`src/rtl/ether_hdr_strip_if.sv`:
```
// ----------------------------------------------------------------------------
// ether_hdr_strip_if
// Streaming bus bundle shared by the input and payload sides of
// ether_hdr_strip.
//   data  : DATA_W beat, byte 0 in the top byte
//   valid : beat present
//   sop   : first beat of a frame
//   eop   : last beat of a frame
//   mty   : empty bytes in the eop beat
//   ready : sink can accept the beat
// The producer of a stream uses the master modport and the consumer uses the
// slave modport.
// ----------------------------------------------------------------------------
interface ether_hdr_strip_if #(
    parameter int DATA_W = 512
);
    logic [DATA_W-1:0] data;
    logic              valid;
    logic              sop;
    logic              eop;
    logic [7:0]        mty;
    logic              ready;

    modport master (output data, valid, sop, eop, mty, input ready);
    modport slave  (input data, valid, sop, eop, mty, output ready);
endinterface

```
`src/rtl/ether_hdr_strip.sv`:
```
// ----------------------------------------------------------------------------
// ether_hdr_strip
// Removes the first HDR_BYTES bytes of each frame, presents them as a one-cycle
// header pulse, and re-aligns the remaining payload onto beat boundaries.
// Frames whose EtherType fails the masked compare against APP_KEY are dropped.
// Frames that carry nothing but a header are counted as runts.
// Ports:
//   clk, reset         : single clock, asynchronous active-high reset
//   recv               : input stream (slave side)
//   ether_data         : re-aligned payload stream (master side)
//   ether_header_data  : stripped header bytes, byte 0 in the top byte
//   ether_header_valid : one-cycle header pulse, not backpressured
//   pass_cnt, drop_cnt, runt_cnt : wrapping frame statistics
// ----------------------------------------------------------------------------
module ether_hdr_strip #(
    parameter int          DATA_W    = 512,
    parameter int          HDR_BYTES = 14,
    parameter logic [15:0] APP_KEY   = 16'h6000,
    parameter logic [15:0] KEY_MASK  = 16'hFFFF,
    parameter int          CNT_W     = 32
) (
    input  logic                   clk,
    input  logic                   reset,
    ether_hdr_strip_if.slave       recv,
    ether_hdr_strip_if.master      ether_data,
    output logic [8*HDR_BYTES-1:0] ether_header_data,
    output logic                   ether_header_valid,
    output logic [CNT_W-1:0]       pass_cnt,
    output logic [CNT_W-1:0]       drop_cnt,
    output logic [CNT_W-1:0]       runt_cnt
);
    localparam int B  = DATA_W / 8;
    localparam int P  = B - HDR_BYTES;
    localparam int HW = 8 * HDR_BYTES;
    localparam int PW = 8 * P;

    localparam logic [7:0] P_M = 8'(P);
    localparam logic [7:0] H_M = 8'(HDR_BYTES);
    localparam logic [7:0] B_M = 8'(B);

    localparam logic [CNT_W-1:0] CNT_ONE = 1;

    localparam logic [1:0] IDLE     = 2'd0;
    localparam logic [1:0] RECV_ALL = 2'd1;
    localparam logic [1:0] DROP     = 2'd2;
    localparam logic [1:0] LAST_ONE = 2'd3;

    logic [1:0]        state_q, state_d;
    logic [PW-1:0]     buf_q, buf_d;
    logic              sop_pend_q, sop_pend_d;
    logic [7:0]        mty_reg_q, mty_reg_d;
    logic [DATA_W-1:0] out_data_q, out_data_d;
    logic              out_valid_q, out_valid_d;
    logic              out_sop_q, out_sop_d;
    logic              out_eop_q, out_eop_d;
    logic [7:0]        out_mty_q, out_mty_d;
    logic [HW-1:0]     hdr_data_q, hdr_data_d;
    logic              hdr_valid_q, hdr_valid_d;
    logic [CNT_W-1:0]  pass_cnt_q, pass_cnt_d;
    logic [CNT_W-1:0]  drop_cnt_q, drop_cnt_d;
    logic [CNT_W-1:0]  runt_cnt_q, runt_cnt_d;

    logic          out_free;
    logic          recv_ready;
    logic          in_hs;
    logic [15:0]   key;
    logic          key_match;
    logic [HW-1:0] top_hdr;
    logic [PW-1:0] low_pay;
    logic [7:0]    sum_mty;

    // The output register may take a new beat when it is empty or draining
    // this cycle; input is refused while the flushed tail beat is pending.
    assign out_free   = !out_valid_q | ether_data.ready;
    assign recv_ready = (state_q != LAST_ONE) & out_free;
    assign in_hs      = recv.valid & recv_ready;

    assign key       = recv.data[DATA_W-HW +: 16];
    assign key_match = ((key ^ APP_KEY) & KEY_MASK) == 16'h0000;
    assign top_hdr   = recv.data[DATA_W-1 -: HW];
    assign low_pay   = recv.data[PW-1:0];
    assign sum_mty   = recv.mty + H_M;

    assign recv.ready         = recv_ready;
    assign ether_data.data    = out_data_q;
    assign ether_data.valid   = out_valid_q;
    assign ether_data.sop     = out_sop_q;
    assign ether_data.eop     = out_eop_q;
    assign ether_data.mty     = out_mty_q;
    assign ether_header_data  = hdr_data_q;
    assign ether_header_valid = hdr_valid_q;
    assign pass_cnt           = pass_cnt_q;
    assign drop_cnt           = drop_cnt_q;
    assign runt_cnt           = runt_cnt_q;

    // Frame FSM and output register load. Every payload beat is the previous
    // beat's low P bytes joined to the current beat's top HDR_BYTES bytes, so
    // buf carries the tail of the last accepted beat. An eop beat whose data
    // does not fit that window leaves a tail that is flushed from LAST_ONE.
    always_comb begin
        state_d     = state_q;
        buf_d       = buf_q;
        sop_pend_d  = sop_pend_q;
        mty_reg_d   = mty_reg_q;
        out_data_d  = out_data_q;
        out_valid_d = out_valid_q;
        out_sop_d   = out_sop_q;
        out_eop_d   = out_eop_q;
        out_mty_d   = out_mty_q;
        hdr_data_d  = hdr_data_q;
        hdr_valid_d = 1'b0;
        pass_cnt_d  = pass_cnt_q;
        drop_cnt_d  = drop_cnt_q;
        runt_cnt_d  = runt_cnt_q;

        // A drained or empty register goes invalid unless reloaded below.
        if (out_free) begin
            out_valid_d = 1'b0;
        end

        case (state_q)
            IDLE: begin
                if (in_hs && recv.sop) begin
                    if (!key_match) begin
                        drop_cnt_d = drop_cnt_q + CNT_ONE;
                        if (!recv.eop) begin
                            state_d = DROP;
                        end
                    end else if (!recv.eop) begin
                        hdr_valid_d = 1'b1;
                        hdr_data_d  = top_hdr;
                        buf_d       = low_pay;
                        sop_pend_d  = 1'b1;
                        state_d     = RECV_ALL;
                    end else if (sum_mty < B_M) begin
                        hdr_valid_d = 1'b1;
                        hdr_data_d  = top_hdr;
                        out_valid_d = 1'b1;
                        out_data_d  = {low_pay, {HW{1'b0}}};
                        out_sop_d   = 1'b1;
                        out_eop_d   = 1'b1;
                        out_mty_d   = sum_mty;
                        pass_cnt_d  = pass_cnt_q + CNT_ONE;
                    end else begin
                        runt_cnt_d = runt_cnt_q + CNT_ONE;
                    end
                end
            end
            RECV_ALL: begin
                if (in_hs) begin
                    out_valid_d = 1'b1;
                    out_data_d  = {buf_q, top_hdr};
                    out_sop_d   = sop_pend_q;
                    out_eop_d   = 1'b0;
                    out_mty_d   = 8'd0;
                    sop_pend_d  = 1'b0;
                    buf_d       = low_pay;
                    if (recv.eop) begin
                        if (recv.mty >= P_M) begin
                            out_eop_d  = 1'b1;
                            out_mty_d  = recv.mty - P_M;
                            pass_cnt_d = pass_cnt_q + CNT_ONE;
                            state_d    = IDLE;
                        end else begin
                            mty_reg_d = sum_mty;
                            state_d   = LAST_ONE;
                        end
                    end
                end
            end
            LAST_ONE: begin
                if (out_free) begin
                    out_valid_d = 1'b1;
                    out_data_d  = {buf_q, {HW{1'b0}}};
                    out_sop_d   = 1'b0;
                    out_eop_d   = 1'b1;
                    out_mty_d   = mty_reg_q;
                    pass_cnt_d  = pass_cnt_q + CNT_ONE;
                    state_d     = IDLE;
                end
            end
            default: begin
                if (in_hs && recv.eop) begin
                    state_d = IDLE;
                end
            end
        endcase
    end

    always_ff @(posedge clk or posedge reset) begin
        if (reset) begin
            state_q     <= IDLE;
            buf_q       <= '0;
            sop_pend_q  <= 1'b0;
            mty_reg_q   <= 8'd0;
            out_data_q  <= '0;
            out_valid_q <= 1'b0;
            out_sop_q   <= 1'b0;
            out_eop_q   <= 1'b0;
            out_mty_q   <= 8'd0;
            hdr_data_q  <= '0;
            hdr_valid_q <= 1'b0;
            pass_cnt_q  <= '0;
            drop_cnt_q  <= '0;
            runt_cnt_q  <= '0;
        end else begin
            state_q     <= state_d;
            buf_q       <= buf_d;
            sop_pend_q  <= sop_pend_d;
            mty_reg_q   <= mty_reg_d;
            out_data_q  <= out_data_d;
            out_valid_q <= out_valid_d;
            out_sop_q   <= out_sop_d;
            out_eop_q   <= out_eop_d;
            out_mty_q   <= out_mty_d;
            hdr_data_q  <= hdr_data_d;
            hdr_valid_q <= hdr_valid_d;
            pass_cnt_q  <= pass_cnt_d;
            drop_cnt_q  <= drop_cnt_d;
            runt_cnt_q  <= runt_cnt_d;
        end
    end
endmodule

```
`src/flat_wrapper.sv`:
```
// flat-port wrapper written by rule: the top's interface ports become plain ports
module ether_hdr_strip_flat 
#(
    parameter int          DATA_W    = 512,
    parameter int          HDR_BYTES = 14,
    parameter logic [15:0] APP_KEY   = 16'h6000,
    parameter logic [15:0] KEY_MASK  = 16'hFFFF,
    parameter int          CNT_W     = 32
)
  (clk, reset, ether_header_data, ether_header_valid, pass_cnt, drop_cnt, runt_cnt, recv_data, recv_valid, recv_sop, recv_eop, recv_mty, recv_ready, ether_data_data, ether_data_valid, ether_data_sop, ether_data_eop, ether_data_mty, ether_data_ready);
  ether_hdr_strip_if #(.DATA_W(DATA_W)) recv_i ();
  ether_hdr_strip_if #(.DATA_W(DATA_W)) ether_data_i ();
  input  logic clk;
  input  logic reset;
  output logic [8*HDR_BYTES-1:0] ether_header_data;
  output logic ether_header_valid;
  output logic [CNT_W-1:0] pass_cnt;
  output logic [CNT_W-1:0] drop_cnt;
  output logic [CNT_W-1:0] runt_cnt;
  input wire logic [$bits(recv_i.data)-1:0] recv_data;
  input wire logic [$bits(recv_i.valid)-1:0] recv_valid;
  input wire logic [$bits(recv_i.sop)-1:0] recv_sop;
  input wire logic [$bits(recv_i.eop)-1:0] recv_eop;
  input wire logic [$bits(recv_i.mty)-1:0] recv_mty;
  output wire logic [$bits(recv_i.ready)-1:0] recv_ready;
  output wire logic [$bits(ether_data_i.data)-1:0] ether_data_data;
  output wire logic [$bits(ether_data_i.valid)-1:0] ether_data_valid;
  output wire logic [$bits(ether_data_i.sop)-1:0] ether_data_sop;
  output wire logic [$bits(ether_data_i.eop)-1:0] ether_data_eop;
  output wire logic [$bits(ether_data_i.mty)-1:0] ether_data_mty;
  input wire logic [$bits(ether_data_i.ready)-1:0] ether_data_ready;
  assign recv_i.data = recv_data;
  assign recv_i.valid = recv_valid;
  assign recv_i.sop = recv_sop;
  assign recv_i.eop = recv_eop;
  assign recv_i.mty = recv_mty;
  assign recv_ready = recv_i.ready;
  assign ether_data_data = ether_data_i.data;
  assign ether_data_valid = ether_data_i.valid;
  assign ether_data_sop = ether_data_i.sop;
  assign ether_data_eop = ether_data_i.eop;
  assign ether_data_mty = ether_data_i.mty;
  assign ether_data_i.ready = ether_data_ready;
  ether_hdr_strip #(.DATA_W(DATA_W), .HDR_BYTES(HDR_BYTES), .APP_KEY(APP_KEY), .KEY_MASK(KEY_MASK), .CNT_W(CNT_W)) u_core (.clk(clk), .reset(reset), .recv(recv_i), .ether_data(ether_data_i), .ether_header_data(ether_header_data), .ether_header_valid(ether_header_valid), .pass_cnt(pass_cnt), .drop_cnt(drop_cnt), .runt_cnt(runt_cnt));
endmodule
```
`config.mk`:
```
export PLATFORM = sky130hd
export DESIGN_NAME = ether_hdr_strip_flat
export DESIGN_NICKNAME = d
export VERILOG_FILES = /design/src/rtl/ether_hdr_strip_if.sv /design/src/rtl/ether_hdr_strip.sv /design/src/flat_wrapper.sv
export SDC_FILE = /design/constraint.sdc
export NUM_CORES = 2
export LEC_CHECK = 0
export CAP_MARGIN = 20
export CORE_AREA = 2 2 497 499
export DETAILED_ROUTE_END_ITERATION = 6
export DIE_AREA = 0 0 499 501
export SETUP_SLACK_MARGIN = 0.05
export SLEW_MARGIN = 20
export SYNTH_ARGS = -nofsm -noshare
export SYNTH_HDL_FRONTEND = slang
export SYNTH_SLANG_ARGS = --single-unit
```
`constraint.sdc`:
```
create_clock -name clk -period 44.4 [get_ports clk]
set_clock_uncertainty 0.1 [all_clocks]
set_input_delay 8.88 -clock clk [delete_from_list [all_inputs] [get_ports clk]]
set_output_delay 8.88 -clock clk [all_outputs]
set_load 0.01 [all_outputs]
```
# Word-level counts from Yosys, hierarchy flattened
# Cells that the tools add are included.
# word_totals
regBits	1143
latch_bits	0
mem_bits_rw	0
mem_bits_ro	0
in_bits	526
elab_cells	129
memories	0
# classes
n_addsub	5
n_mul	0
div	0
order_cmp	2
eq_ne	13
n_shift	0
n_mux	72
bitwise	7
reduce_logical	16
# ops
cell	count
$mux W512	6
$mux W400	4
$pmux W512 S3	1
$pmux W400 S2	1
$mux W32	8
$mux W112	2
$add A32 B1 Y32 const B	3
$pmux W32 S3	1
$mux W8	8
$mux W1	26
$pmux W8 S3	1
$mux W2	9
$logic_not A16 Y1	1
$ne A2 B1 Y1 const B	7
$reduce_and A5 Y1	2
$pmux W1 S3	3
$reduce_and A9 Y1	1
$add A8 B4 Y8 const B	1
$ge A8 B6 Y1 const B	1
$lt A8 B7 Y1 const B	1
$ne A2 B2 Y1 const B	4
$reduce_and A4 Y1	2
$sub A8 B6 Y8 const B	1
$reduce_and A7 Y1	1
16 further kinds	20

# Longest topological paths before layout
# depth
word_depth	8
mapped_depth	12
depth_no_buf	8

# Worst setup path before layout
# Ideal clock, no wire load.
# synth_timing
path_kind	input port to output port
from	input port ether_data_ready
to	output port recv_ready
arrival_time_ns	9.320
setup_slack_ns	26.100
cell_stages	3
path_buffers	0
path_cell_list	nor2b_1 -> or2_2 -> inv_1
# synth_between
elab_chain_cells	2
# synth_lines
item	line_no	rtl
start: declaration	flat_wrapper.sv:31	input wire logic [$bits(ether_data_i.ready)-1:0] ether_data_ready;
$or A1 B1 Y1	ether_hdr_strip.sv:74	assign out_free = !out_valid_q | ether_data.ready;
$and A1 B1 Y1	ether_hdr_strip.sv:75	assign recv_ready = (state_q != LAST_ONE) & out_free;
end: declaration	flat_wrapper.sv:25	output wire logic [$bits(recv_i.ready)-1:0] recv_ready;
# No other way between the ends.

# Worst setup path after layout
# Ends and elaborated chain as after synthesis.

==> flow_summary.json <==
{
  "h-tree-depth": 4,
  "r2r_start": "u_core.state_q[0]$_DFFE_PP0P_",
  "endpoint": "recv_ready",
  "synth_flop_cell": "dfrtp_1",
  "dp.cells": 7726,
  "portBuffers": 1258,
  "fin_util_pct": 29.2,
  "ys_top_cells_by_count": "dfrtp_1, mux2_2, mux2_1",
  "regToRegSetupSlack_ns": 36.58,
  "die_w_um": 499,
  "post-route-min-period_ns": 19.63,
  "syn_nets": 3921,
  "end_kind": "output port",
  "maxCapViolations": 0,
  "antenna_found_initial": 69,
  "rsz0062_at_grt": "no",
  "cts_resized": 0,
  "min_period_over_period_pct": 44.2,
  "grt_overflow": 0,
  "routedWlPerCell_um": 23.8,
  "route.vias.total": 32636,
  "place_hpwl_um": 144000,
  "slew_violations": 0,
  "clock-sinks": 1143,
  "async_reset_ff_share_pct": 100,
  "cts_root_buf": "clkbuf_16",
  "max-slew-margin-rel_pct": 25.5,
  "synth-seq-cells": 1143,
  "drive_above_1_share_pct": 25.5,
  "drc": 0,
  "hold_buffers": 0,
  "worstPathArrival_ns": 10.65,
  "crit_fanout": 3,
  "crit_required_ns": 35.42,
  "synth-edff-count": 0,
  "hp-class": "reg -> reg",
  "synth.area.top_cells": "dfrtp_1, mux2_2, mux2_4",
  "vdd_drop_max_v": 0.0000398,
  "io_pins": 1259,
  "rr_worst_depth": 10,
  "cts_buffer_depth": 3,
  "power_mw": 3.75,
  "syn_area_um2": 51200,
  "final_cells": 7994,
  "total_leakage_power_nw": 31.7,
  "setup_slack_ns": 24.77,
  "final-hold-violation-count": 0,
  "first_pass_iters": 5,
  "nNetsFinal": 5180,
  "die-area_um2": 250000,
  "netlist_instances": 3390,
  "postCtsSetupBuffers": 0,
  "seq_area_frac_synth_pct": 55.8,
  "outcome": "finished clean",
  "cts_buffers": 141,
  "via_per_inst": 4.08,
  "cts_tree": "done",
  "synth_top_area_share_pct": 55.8,
  "yosys.cell_count.top_type": "dfrtp_1",
  "area_growth_pct": 39.3,
  "yosysWarningCount": 0,
  "finalSetupViolCount": 0,
  "rows": 182,
  "grtUsageTotal_pct": 14.8,
  "fp.dieH_um": 501,
  "pre_cts_ws_ns": 24.79,
  "drtIter0Drc": 1716,
  "r2r-end": "u_core.ether_data.data[246]$_DFFE_PP0P_",
  "ys_types": 52,
  "grt_pass1_wl_um": 270000,
  "cts.clk_slew.worst_paths_ns": 0.05,
  "place.gp.congestion": 0.881,
  "grt_max_degree": 165,
  "insertion_delay_ns": 0.77,
  "synth.avg_cell_area_um2": 15.1,
  "antenna_left": 0,
  "core-area_um2": 245000,
  "wirelength_um": 190000,
  "setup_tns_ns": 0,
  "start_kind": "input port",
  "grt_pass1_vias": 34914,
  "worstMarginPinSlew_ns": 1.12,
  "synth_top_cell_by_area": "dfrtp_1",
  "powerDensity_nw_per_um2": 52.5,
  "start_util_pct": 20.9,
  "crit_path_start": "ether_data_ready",
  "timing.fmax_mhz": 50.9,
  "path_class": "in -> out"
}
logic make-up after synthesis:
kind of cell / count (synthesis) / synth area share (%)
adder cells (fa/ha/maj): 5 / 0.122
buffers and inverters: 320 / 4.52
flip-flops: 1143 / 55.8
multiplexers: 1419 / 33.7
XOR/XNOR: 99 / 1.71
AO/OA/AOI/OAI: 39 / 0.574
AND/OR/NAND/NOR: 365 / 3.53
sequential cells by signal (all words and copies together) (netlist names):
register                   flops
u_core.pass_cnt               32
u_core.ether_header_valid      1
u_core.runt_cnt               32
u_core.ether_data.eop          1
u_core.ether_data.sop          1
u_core.drop_cnt               32
u_core.sop_pend_q              1
u_core.ether_header_data     112
u_core.buf_q                 400
u_core.state_q                 2
u_core.mty_reg_q               8
u_core.ether_data.valid        1
u_core.ether_data.data       512
u_core.ether_data.mty          8
critical path, stage by stage:
cell	delay [ns]
clkdlybuf4s50_1	0.56
nor2b_1	0.11
or2_2	0.32
inv_1	0.19
clkdlybuf4s50_1	0.58
worst min path at each step:
| stage | start | to | cells after the start |
|---|---|---|---|
| 2_1_floorplan | u_core.mty_reg_q[1]$_DFFE_PP0P_ | u_core.mty_reg_q[1]$_DFFE_PP0P_ | 2 |
| 3_3_place_gp | u_core.ether_header_data[13]$_DFFE_PP0P_ | u_core.ether_header_data[13]$_DFFE_PP0P_ | 1 |
| 3_5_place_dp | u_core.ether_header_data[13]$_DFFE_PP0P_ | u_core.ether_header_data[13]$_DFFE_PP0P_ | 1 |
| 4_1_cts | u_core.ether_header_data[13]$_DFFE_PP0P_ | u_core.ether_header_data[13]$_DFFE_PP0P_ | 1 |
| 5_1_grt | u_core.ether_header_data[14]$_DFFE_PP0P_ | u_core.ether_header_data[14]$_DFFE_PP0P_ | 1 |
| 6_report | u_core.buf_q[224]$_DFFE_PP0P_ | u_core.buf_q[224]$_DFFE_PP0P_ | 1 |
cells in the final DEF (no fill, tap or decap), types with 4 or more instances in the layout:
cell             count
clkdlybuf4s50_1   1258
dfrtp_1           1142
mux2_2             531
mux2_1             389
mux2_4             386
nand2_1            158
clkbuf_16          143
inv_1              132
mux2i_1            113
xnor2_1             64
buf_4               41
nand3_1             35
clkbuf_8            35
xor2_1              34
nor2_1              33
nand4_1             31
nor3_1              23
and2_1              21
clkbuf_1            21
clkinv_2            20
and3_1              18
o21ai_0             14
diode_2             13
and4_1              12
bufinv_16           11
nand2b_1             8
inv_6                7
nor4_1               6
clkinvlp_4           6
ha_1                 5
a22o_1               4
or2_2                4
clkinv_8             4
buf_12               4
per-layer routing:
metal / global-route usage (%) / vias to the layer above / part of all wire (%) / wire [µm]
met3: 5.85 / 331 / 8.8 / 16700
met4: 5.72 / 50 / 3.9 / 7480
met2: 24.2 / 1143 / 47 / 89200
met5: 0 / - / 0.19 / 363
met1: 17.3 / 16711 / 40 / 76300
li1: - / 14401 / - / -
cell type report:
class                   instances  area (µm²)
fillers                     24591      173000
flip-flops and latches       1143       28600
multi-input cells            1927       20400
repair buffers               1303       13000
clock buffers                 199        4140
well taps                    3220        4030
clock inverters                56         731
inverters                     133         507
diodes                         13        32.5
where the power goes:
| group | switching, mW | internal (mW) | total [mW] |
|---|---|---|---|
| Clock | 0.491 | 0.719 | 1.21 |
| Sequential | 0.156 | 1.26 | 1.42 |
| Combinational | 0.464 | 0.660 | 1.12 |
| Total | 1.11 | 2.64 | 3.75 |
stage by stage:
step | hold slack (ns) | area (µm²)
floorplan | 0.350 | 51200
detailed placement | 0.352 | 66500
global placement | 0.352 | 66500
CTS | 0.376 | 71400
global route | 0.379 | 71400
finish | 0.377 | 71400
Power figures use the tool's default switching activity.
